**config.mk**
```make
export PLATFORM = sky130hd
export DESIGN_NAME = mem_access_stage
export DESIGN_NICKNAME = d
export VERILOG_FILES = /design/src/rtl/mem_access_stage.sv
export SDC_FILE = /design/constraint.sdc
export NUM_CORES = 1
export LEC_CHECK = 0
export ABC_CLOCK_PERIOD_IN_PS = 1600
export CAP_MARGIN = 20
export CORE_ASPECT_RATIO = 0.7
export CORE_MARGIN = 2
export CORE_UTILIZATION = 37
export DETAILED_ROUTE_END_ITERATION = 6
export PLACE_DENSITY = 0.86
export SYNTH_ARGS = -nofsm -noshare
export SYNTH_HDL_FRONTEND = slang
export SYNTH_SLANG_ARGS = --single-unit
```
**constraint.sdc**
```tcl
create_clock -name clk -period 1.6 [get_ports clk]
set_clock_uncertainty 0.1 [all_clocks]
set_input_delay 0.16 -clock clk [delete_from_list [all_inputs] [get_ports clk]]
set_output_delay 0.16 -clock clk [all_outputs]
set_load 0.05 [all_outputs]
```
**src/rtl/mem_access_stage.sv**
```systemverilog
// Memory-access pipeline stage: drives the data RAM for loads/stores, waits out
// the read latency and presents a registered writeback entry with valid/ready.
module mem_access_stage #(
  parameter int unsigned          ADDR_W     = 16,
  parameter int unsigned          DATA_W     = 24,
  parameter int unsigned          REG_W      = 4,
  parameter int unsigned          RD_LAT     = 1,
  parameter logic [ADDR_W-1:0]    ADDR_LIMIT = 16'hFFFF
) (
  input  logic              clk,
  input  logic              rst,
  input  logic              ex_valid,
  output logic              ex_ready,
  input  logic              ex_memwrite,
  input  logic              ex_memtoreg,
  input  logic              ex_regwrite,
  input  logic [REG_W-1:0]  ex_rd,
  input  logic [ADDR_W-1:0] ex_addr,
  input  logic [DATA_W-1:0] ex_wdata,
  input  logic [DATA_W-1:0] ex_alu,
  output logic [ADDR_W-1:0] ram_addr,
  output logic [DATA_W-1:0] ram_wdata,
  output logic              ram_we,
  input  logic [DATA_W-1:0] ram_rdata,
  output logic              wb_valid,
  input  logic              wb_ready,
  output logic              wb_regwrite,
  output logic [REG_W-1:0]  wb_rd,
  output logic [DATA_W-1:0] wb_data,
  output logic              fault,
  output logic [ADDR_W-1:0] fault_addr
);

  typedef enum logic {IDLE, READ_WAIT} state_t;

  localparam logic [1:0] LAT = 2'(RD_LAT);

  state_t            state_q;
  logic [1:0]        cnt_q;
  logic [ADDR_W-1:0] ld_addr_q;
  logic [REG_W-1:0]  ld_rd_q;
  logic              ld_regwrite_q;
  logic              wb_valid_q;
  logic              wb_regwrite_q;
  logic [REG_W-1:0]  wb_rd_q;
  logic [DATA_W-1:0] wb_data_q;
  logic              fault_q;
  logic [ADDR_W-1:0] fault_addr_q;

  logic accept;
  logic is_load;
  logic is_store;
  logic oob;

  // A load flag wins over a store flag, so a dual-flagged op never writes.
  assign is_load  = ex_memtoreg;
  assign is_store = ex_memwrite && !ex_memtoreg;
  assign oob      = (ex_addr >= ADDR_LIMIT);

  assign ex_ready = (state_q == IDLE) && (!wb_valid_q || wb_ready);
  assign accept   = ex_valid && ex_ready;

  assign ram_addr  = (state_q == READ_WAIT) ? ld_addr_q : ex_addr;
  assign ram_wdata = ex_wdata;
  assign ram_we    = !rst && accept && is_store && !oob;

  assign wb_valid    = wb_valid_q;
  assign wb_regwrite = wb_regwrite_q;
  assign wb_rd       = wb_rd_q;
  assign wb_data     = wb_data_q;
  assign fault       = fault_q;
  assign fault_addr  = fault_addr_q;

  always_ff @(posedge clk) begin
    if (rst) begin
      state_q       <= IDLE;
      cnt_q         <= '0;
      ld_addr_q     <= '0;
      ld_rd_q       <= '0;
      ld_regwrite_q <= 1'b0;
      wb_valid_q    <= 1'b0;
      wb_regwrite_q <= 1'b0;
      wb_rd_q       <= '0;
      wb_data_q     <= '0;
      fault_q       <= 1'b0;
      fault_addr_q  <= '0;
    end else begin
      if (accept && (is_load || is_store) && oob) begin
        fault_q <= 1'b1;
        if (!fault_q) fault_addr_q <= ex_addr;
      end
      case (state_q)
        IDLE: begin
          if (accept) begin
            if (is_load && !oob) begin
              ld_addr_q     <= ex_addr;
              ld_rd_q       <= ex_rd;
              ld_regwrite_q <= ex_regwrite;
              cnt_q         <= LAT;
              wb_valid_q    <= 1'b0;
              state_q       <= READ_WAIT;
            end else begin
              // Store, pass-through, or out-of-bounds load (returns zero).
              wb_valid_q    <= 1'b1;
              wb_rd_q       <= ex_rd;
              wb_regwrite_q <= is_store ? 1'b0 : ex_regwrite;
              wb_data_q     <= is_store ? ex_wdata : (is_load ? '0 : ex_alu);
            end
          end else if (wb_ready) begin
            wb_valid_q <= 1'b0;
          end
        end
        READ_WAIT: begin
          if (cnt_q == 2'd1) begin
            wb_valid_q    <= 1'b1;
            wb_data_q     <= ram_rdata;
            wb_rd_q       <= ld_rd_q;
            wb_regwrite_q <= ld_regwrite_q;
            cnt_q         <= '0;
            state_q       <= IDLE;
          end else begin
            cnt_q <= cnt_q - 2'd1;
          end
        end
        default: state_q <= IDLE;
      endcase
    end
  end

endmodule

```
-- After elaboration in Yosys (flattened, before gate mapping)
Cells that the tools add are included.
- reductions and logical operators: 20
- bitwise logic cells: 2
- eq/ne operators: 6
- add/subtract/negate cells: 1
- muxes and demuxes: 29
- order comparisons: 1
- operators with widths (kind ; count):
    24-bit two-way mux ; 5
    24-bit one-hot mux with 2 select lines ; 1
    16-bit >= comparator (second input constant) ; 1
    16-bit two-way mux ; 1
    4-bit two-way mux ; 3
    1-bit two-way mux ; 11
    1-bit logical AND ; 9
    4-bit one-hot mux with 2 select lines ; 1
    2-bit two-way mux ; 3
    1-bit one-hot mux with 2 select lines ; 3
    2-bit AND reduction ; 3
    3-bit AND reduction ; 2
    1-bit logical NOT ; 4
    2-bit by 1-bit != test with 1-bit output (second input constant) ; 2
    2-bit != test (second input constant) ; 2
    2-bit one-hot mux with 2 select lines ; 1
    3-bit != test (second input constant) ; 1
    2-bit by 1-bit == test with 1-bit output (second input constant) ; 1
    1-bit logical OR ; 2
    1-bit inverter ; 2
    2-bit by 1-bit subtractor with 2-bit output (second input constant) ; 1
- logic and storage cells: 70
- bits of input ports: 99
- output and inout bits: 89
- register bits after elaboration: 71

-- Longest topological paths before layout
Gate-level depths: netlist of run 1.
- depth in word-level cells: 7
- depth in mapped cells: 7

-- Least setup slack after synthesis of run 1
No wires, ideal clock.
- kind: reg-to-output
- start: reg wb_valid_q, in the netlist wb_valid
- end: out ram_we
- data required time: 1.340 ns
- path buffers: 0
- setup slack: -1.215 ns
- data arrival time: 2.555 ns
- cell stages (with the launch flop): 4
- path through: dfxtp_1 > nor2b_1 > nor2_1 > nor4b_1
- longest elaborated chain between the ends: 7
- ends and longest elaborated chain (element ; line ; text):
    from (decl) ; 43 ; logic wb_valid_q;
    from (signal assigned) ; 81 ; wb_valid_q <= 1'b0;
    from (signal assigned) ; 100 ; wb_valid_q <= 1'b0;
    from (signal assigned) ; 104 ; wb_valid_q <= 1'b1;
    1-bit logical NOT ; 60 ; assign ex_ready = (state_q == IDLE) && (!wb_valid_q || wb_ready);
    1-bit logical OR ; 60 ;
    1-bit logical AND ; 60 ;
    1-bit logical AND ; 61 ; assign accept = ex_valid && ex_ready;
    1-bit logical AND (3 in series) ; 65 ; assign ram_we = !rst && accept && is_store && !oob;
    to (decl) ; 23 ; output logic ram_we,
No other way between the ends.

-- Final worst setup path of run 1
- start: in ex_memtoreg
- end: out ram_we
- longest elaborated chain between the ends: 4
- ends and longest elaborated chain (element ; line ; text):
    from (decl) ; 15 ; input logic ex_memtoreg,
    1-bit logical NOT ; 57 ; assign is_store = ex_memwrite && !ex_memtoreg;
    1-bit logical AND ; 57 ;
    1-bit logical AND (2 in series) ; 65 ;
No other way between the ends.

==> results.ini, run 1 <==
[cells_and_area]
synthToLayoutAreaGrowth_pct=81.9
drive_gt1_share_pct=37.9
fin_nets=717
n_antenna_cell=0
multi_input_area_um2=2140
most-common-layout-cells=buf_4 (80), clkdlybuf4s50_1 (80), dfxtp_1 (69)
fin_util_pct=69.6
finish.instance_area_um2=6790
fillers=677
seqCellArea_um2=1430

[synth]
yosys_most_used_dff=dfxtp_1
synth_cells=421
yosys_register_bits=71
syn_area_um2=3730
syn_area_per_cell_um2=8.87
ys_seq_area_share_pct=38.1
synth_nets=521
synth-async-reset-ratio_pct=0
synth_edf_count=0
ys_warn_count=0
synth_cell_types=41

[die]
std_cell_rows=30
die_w_um=124
dieArea_um2=10900
coreArea_um2=9760
die_h_um=88.0
io_pins=188
initial_utilization_pct=38.3

[setup_path]
critPathRequiredTime_ps=1340
cp.arrival_ps=1440
startpoint_type=primary input
critical_path_class=primary input to output port
crit_fanout=7
endpoint_kind=output port
ff2ff_path_depth=5

[pwr]
leakagePower_nw=2.94
finalPower_mw=6.46
p_int_mw=4.46
vdd_drop_max_uv=659
p_sw_mw=2.00
p_sw_share_pct=31.0
seqPwrFrac_pct=30.6
clkPwrFrac_pct=35.1
cellPowerDensity_nw_per_um2=951
combPwrFrac_pct=34.2

[clocking]
clockBufferDepth=2
cts_root_buffer=clkbuf_16
clock_latency_ps=330
cts_buffers=9
clk_pin_slew_ps=60
cts_tree=yes
h-tree-depth=3
ctsHoldBuffers=0
cts.sinks=71

[sta]
slew_viol_final=0
hold_ws_ps=3.24
worst_pin_slew_ps=431
max_clock_freq_ghz=0.587
finalSetupViolations=22
setup_ws_ps=-103
relSlewSlack_pct=70.8
rsz0062_at_grt=yes
hold_viol=0
period_needed_ps=1700
finalCritPeriodShare_pct=106

[hold_path]
worstHoldPathType=primary input to flip-flop
whs_path_depth=3

[route]
drt_iter0_drc=127
drc=0
vias=4030
drt_wl_total_um=13800
ant_nets=0
drt_pass1_iterations=5
via_per_inst=5.37
avgRoutedWirePerCell_um=18.4

[place]
dp_hpwl_um=9670
place_congestion=0.782
post-place-ws_ps=-581
io_buffers=187
dpl_cell_area_um2=5890

[outcome]
failed_checks=setup timing
status=finished, violations left

[grt]
first_global_vias=3951
antenna_found_initial=0
grt_usage_pct=23.6
overflow=0
grt_pass1_wl_um=19700
grt_max_degree=42

[run]
maxCapViolCount=0

==> flip-flops by register name, summed over array words and instances, names as in the netlist <==
| name | count |
|---|---|
| wb_data | 24 |
| state_q | 1 |
| fault | 1 |
| ld_rd_q | 4 |
| ld_addr_q | 16 |
| wb_rd | 4 |
| cnt_q | 2 |
| wb_valid | 1 |
| ld_regwrite_q | 1 |
| fault_addr | 16 |
| wb_regwrite | 1 |
==> power groups by stage <==
stage	sequential (mW)	combinational (mW)	clock, mW
CTS	1.98	2.13	2.30
global placement	2.00	1.93	0
finish	1.98	2.21	2.27
global route	1.99	2.31	2.39
floorplan	2.32	0.850	0
detailed placement	2.01	1.97	0
==> Yosys cell counts (all sizes together) (2+ instances only) <==
cell type  count  area share (%)
nand4          4            0.84
clkbuf        20             2.0
dfxtp         71              38
inv           19             1.9
nand2         67             6.7
mux2          40              12
mux2i         21             5.6
o21ai         17             2.3
nor2           7            0.77
a21oi         28             3.8
nand2b         4            0.67
nand3b         5             1.0
nor2b          2            0.34
buf           38             7.4
nor4           2            0.74
o22ai         24             4.0
o311ai         4            0.94
o22a          25             5.9
o2bb2a         3            0.80
nor3           5            0.67
==> layout make-up <==
| cell class | instances | area share (%) |
|---|---|---|
| Timing Repair Buffer | 243 | 39.0 |
| Clock inverter | 2 | 0.884 |
| Multi-Input combinational cell | 273 | 31.5 |
| Inverter | 19 | 1.05 |
| Sequential cell | 71 | 21.0 |
| Clock buffer | 14 | 4.18 |
| Tap cell | 128 | 2.36 |
==> metal layers <==
layer	global-route usage, %	routed length [um]	up-vias	part of all wire (%)
li1	-	-	1872	-
met1	25.5	5090	1927	37
met2	43.2	7150	199	52
met3	7.94	1230	32	8.9
met4	8.78	331	0	2.4
met5	0	0	-	0
==> cell families after synthesis <==
logic type / after synthesis / share of synthesized area [%]
simple gates: 101 / 12.7
mux: 61 / 17.7
flops: 71 / 38.1
buf+inv: 77 / 11.3
compound gates: 110 / 19.9
fa+ha+maj: 1 / 0.335
==> critical path, cell delays in order <==
cell and delay, ps:
clkdlybuf4s50_1 440, buf_4 190, nand2b_4 160, nor4b_4 280, buf_6 200
==> final timing paths <==
kind | from | end | slack (ps)
max | ex_memtoreg | ram_we | -100
min | ex_addr[0] | ld_addr_q[0]$_SDFFE_PP0P_ | 3
max reg2reg | wb_valid$_SDFFE_PP0P_ | wb_rd[2]$_SDFFE_PP0P_ | -90
min reg2reg | ld_rd_q[2]$_SDFFE_PP0P_ | ld_rd_q[2]$_SDFFE_PP0P_ | 360
==> stage by stage <==
stage               cells  TNS [ps]
finish                750     -1620
global route          750     -3010
CTS                   746     -1510
detailed placement    720    -35710
global placement      720    -31640
floorplan             421     -13.2
==> timing repair <==
action	in CTS	in global routing
resized for setup	97	44
setup buffers	10	3
setup endpoints to repair	87	85
pin swaps	7	5
cloned	0	2
(Power assumes the default switching activity.)
==> run 2: changes to the inputs <==
--- a/config.mk
+++ b/config.mk
@@ -12,6 +12,7 @@
 export CORE_UTILIZATION = 37
 export DETAILED_ROUTE_END_ITERATION = 6
 export PLACE_DENSITY = 0.86
+export SETUP_SLACK_MARGIN = 0.02
 export SYNTH_ARGS = -nofsm -noshare
 export SYNTH_HDL_FRONTEND = slang
 export SYNTH_SLANG_ARGS = --single-unit
==> run 2 against run 1 <==
The run ends with hold timing, setup timing left. Hold slack got worse by 5.9 ps. Sequential cell count unchanged. Final cell count increased by 2.8%. Power increased by 2.3%. Critical path type is now flip-flop to flip-flop.
==> results.ini, run 2 (same netlist as run 1, synthesis figures left out) <==
[pwr]
vdd_drop_max_uv=659  ; about the same
leakagePower_nw=3.09  ; was 2.94 nW
cellPowerDensity_nw_per_um2=929  ; was 951 nW/um2
finalPower_mw=6.61  ; was 6.46 mW

[cells_and_area]
most-common-layout-cells=buf_4 (92), clkdlybuf4s50_1 (80), dfxtp_1 (69)  ; was buf_4 (80), clkdlybuf4s50_1 (80), dfxtp_1 (69)
n_antenna_cell=0  ; unchanged
fin_nets=738  ; was 717
finish.instance_area_um2=7110  ; was 6790 um2
multi_input_area_um2=2230  ; was 2140 um2
synthToLayoutAreaGrowth_pct=90.5  ; was 81.9%
largest_reg_flops=24  ; unchanged
mostFrequentLayoutCell=buf_4
drive_gt1_share_pct=42.6  ; was 37.9%
fillers=671  ; was 677
seqCellArea_um2=1430  ; unchanged

[route]
top_layer_used=met4  ; unchanged
route.met2.wl_um=7180  ; was 7150 um
vias=4126  ; was 4030
dr_wl_met3_um=1090  ; was 1230 um
avgRoutedWirePerCell_um=18.7  ; was 18.4 um
drt_wl_total_um=14400  ; was 13800 um
wl_met1_um=5700  ; was 5090 um
ant_nets=0  ; unchanged
drt_pass1_iterations=5  ; unchanged
drt_iter0_drc=144  ; was 127
via_per_inst=5.35  ; was 5.37
drc=0  ; unchanged

[die]
io_pins=188  ; unchanged
die_w_um=124  ; unchanged
std_cell_rows=30  ; unchanged
die_h_um=88.0  ; unchanged
coreArea_um2=9760  ; unchanged
initial_utilization_pct=38.3  ; unchanged
dieArea_um2=10900  ; unchanged

[clocking]
cts_root_buffer=clkbuf_16  ; unchanged
clockBufferDepth=2  ; unchanged
ctsHoldBuffers=0  ; unchanged
cts_tree=yes  ; unchanged
cts_buffers=9  ; unchanged
cts.sinks=71  ; unchanged
clk_pin_slew_ps=60  ; about the same
h-tree-depth=3  ; unchanged
clock_latency_ps=330  ; about the same

[hold_path]
worstHoldPathType=primary input to flip-flop  ; unchanged

[outcome]
failed_checks=hold timing, setup timing  ; was setup timing
status=finished, violations left  ; unchanged

[sta]
hold_ws_ps=-2.70  ; was 3.24 ps
slew_viol_final=0  ; unchanged
finalSetupViolations=60  ; was 22
relSlewSlack_pct=70.5  ; was 70.8%
hold_viol=1  ; was 0
setup-tns-final_ps=-4610  ; was -1620 ps
period_needed_ps=1780  ; was 1700 ps
worst_pin_slew_ps=436  ; was 431 ps
setup_ws_ps=-185  ; was -103 ps
finalCritPeriodShare_pct=112  ; was 106%
rsz0062_at_grt=yes  ; unchanged
max_clock_freq_ghz=0.560  ; was 0.587 GHz

[grt]
overflow=0  ; unchanged
grt_max_degree=33  ; was 42
grt_usage_pct=24.6  ; was 23.6%
grt_pass1_wl_um=21000  ; was 19700 um
antenna_found_initial=0  ; unchanged
first_global_vias=4249  ; was 3951

[place]
place_congestion=0.826  ; was 0.782
io_buffers=187  ; unchanged
dpl_cell_area_um2=5960  ; was 5890 um2
dp_hpwl_um=9580  ; was 9670 um

[setup_path]
critPathRequiredTime_ps=1710  ; was 1340 ps
critical_path_class=flip-flop to flip-flop  ; was primary input to output port
startpoint_type=flip-flop  ; was primary input
rrSetupSlack_ps=-180  ; was -90 ps
crit_fanout=6  ; was 7
cp.arrival_ps=1900  ; was 1440 ps
endpoint_kind=flip-flop  ; was output port

[run]
maxCapViolCount=0  ; unchanged

[run 2: changes by cell type in the layout (fill, tap and decap cells not counted), moves of 2 or more]
cell / before / now
buf_8: 19 / 13
clkbuf_8: 4 / 2
o21ai_0: 16 / 3
buf_12: 32 / 34
clkdlybuf4s15_1: 5 / 3
o21ai_2: 0 / 12
mux2_2: 24 / 28
buf_6: 13 / 23
dlygate4sd2_1: 7 / 11
mux2_4: 16 / 12
clkbuf_16: 10 / 13
buf_4: 80 / 92
[run 2: path summary, 6_finish.rpt]
path	startpoint	endpoint	depth (start not counted)
max	wb_valid$_SDFFE_PP0P_	wb_rd[3]$_SDFFE_PP0P_	6
min	ex_addr[6]	ld_addr_q[6]$_SDFFE_PP0P_	3
max reg2reg	wb_valid$_SDFFE_PP0P_	wb_rd[3]$_SDFFE_PP0P_	6
min reg2reg	fault_addr[9]$_SDFFE_PP0P_	fault_addr[9]$_SDFFE_PP0P_	2
[run 2: repair_timing]
action,CTS,global route
endpoints found under the setup margin,87,87
setup buffers,17,12
gates resized for setup,95,70
pin swaps,8,12
hold endpoints to repair,0,0
gates cloned,3,3
[run 2: power by group]
| part | leakage, nW | internal (mW) | switching (mW) |
|---|---|---|---|
| combinational | 2.34 | 1.10 | 1.24 |
| sequential | 0.582 | 1.90 | 0.0790 |
| clock | 0.174 | 1.54 | 0.748 |
| total | 3.09 | 4.54 | 2.06 |
[run 2: layout make-up]
type | instances | share of cell area (%)
Clock buffer | 12 | 3.90
Inverter | 19 | 1.00
Tap cell | 128 | 2.25
Clock inverter | 4 | 1.04
Timing Repair Buffer | 264 | 40.4
Multi-Input combinational cell | 273 | 31.3
Sequential cell | 71 | 20.0
[run 2: layer usage]
metal	vias up	track usage, %
met3	35	6.90
met4	0	9.19
met5	-	0
li1	1912	-
met1	1979	27.2
met2	200	45.1
[run 2: critical path, cell delays in order (launching register included)]
cell	delay, ps
dfxtp_4	340
nor2b_4	150
buf_6	120
buf_4	120
o311ai_1	420
nor3_1	120
o2bb2a_2	290
[run 2: through the flow]
stage	util, %	setup slack (ps)	hold slack [ps]	std cells
floorplan	-	28.5	139	421
global placement	61.1	-474	337	723
detailed placement	61.1	-519	343	723
CTS	69.6	-113	84.8	759
global route	72.9	-264	-1.95	771
finish	72.9	-185	-2.70	771
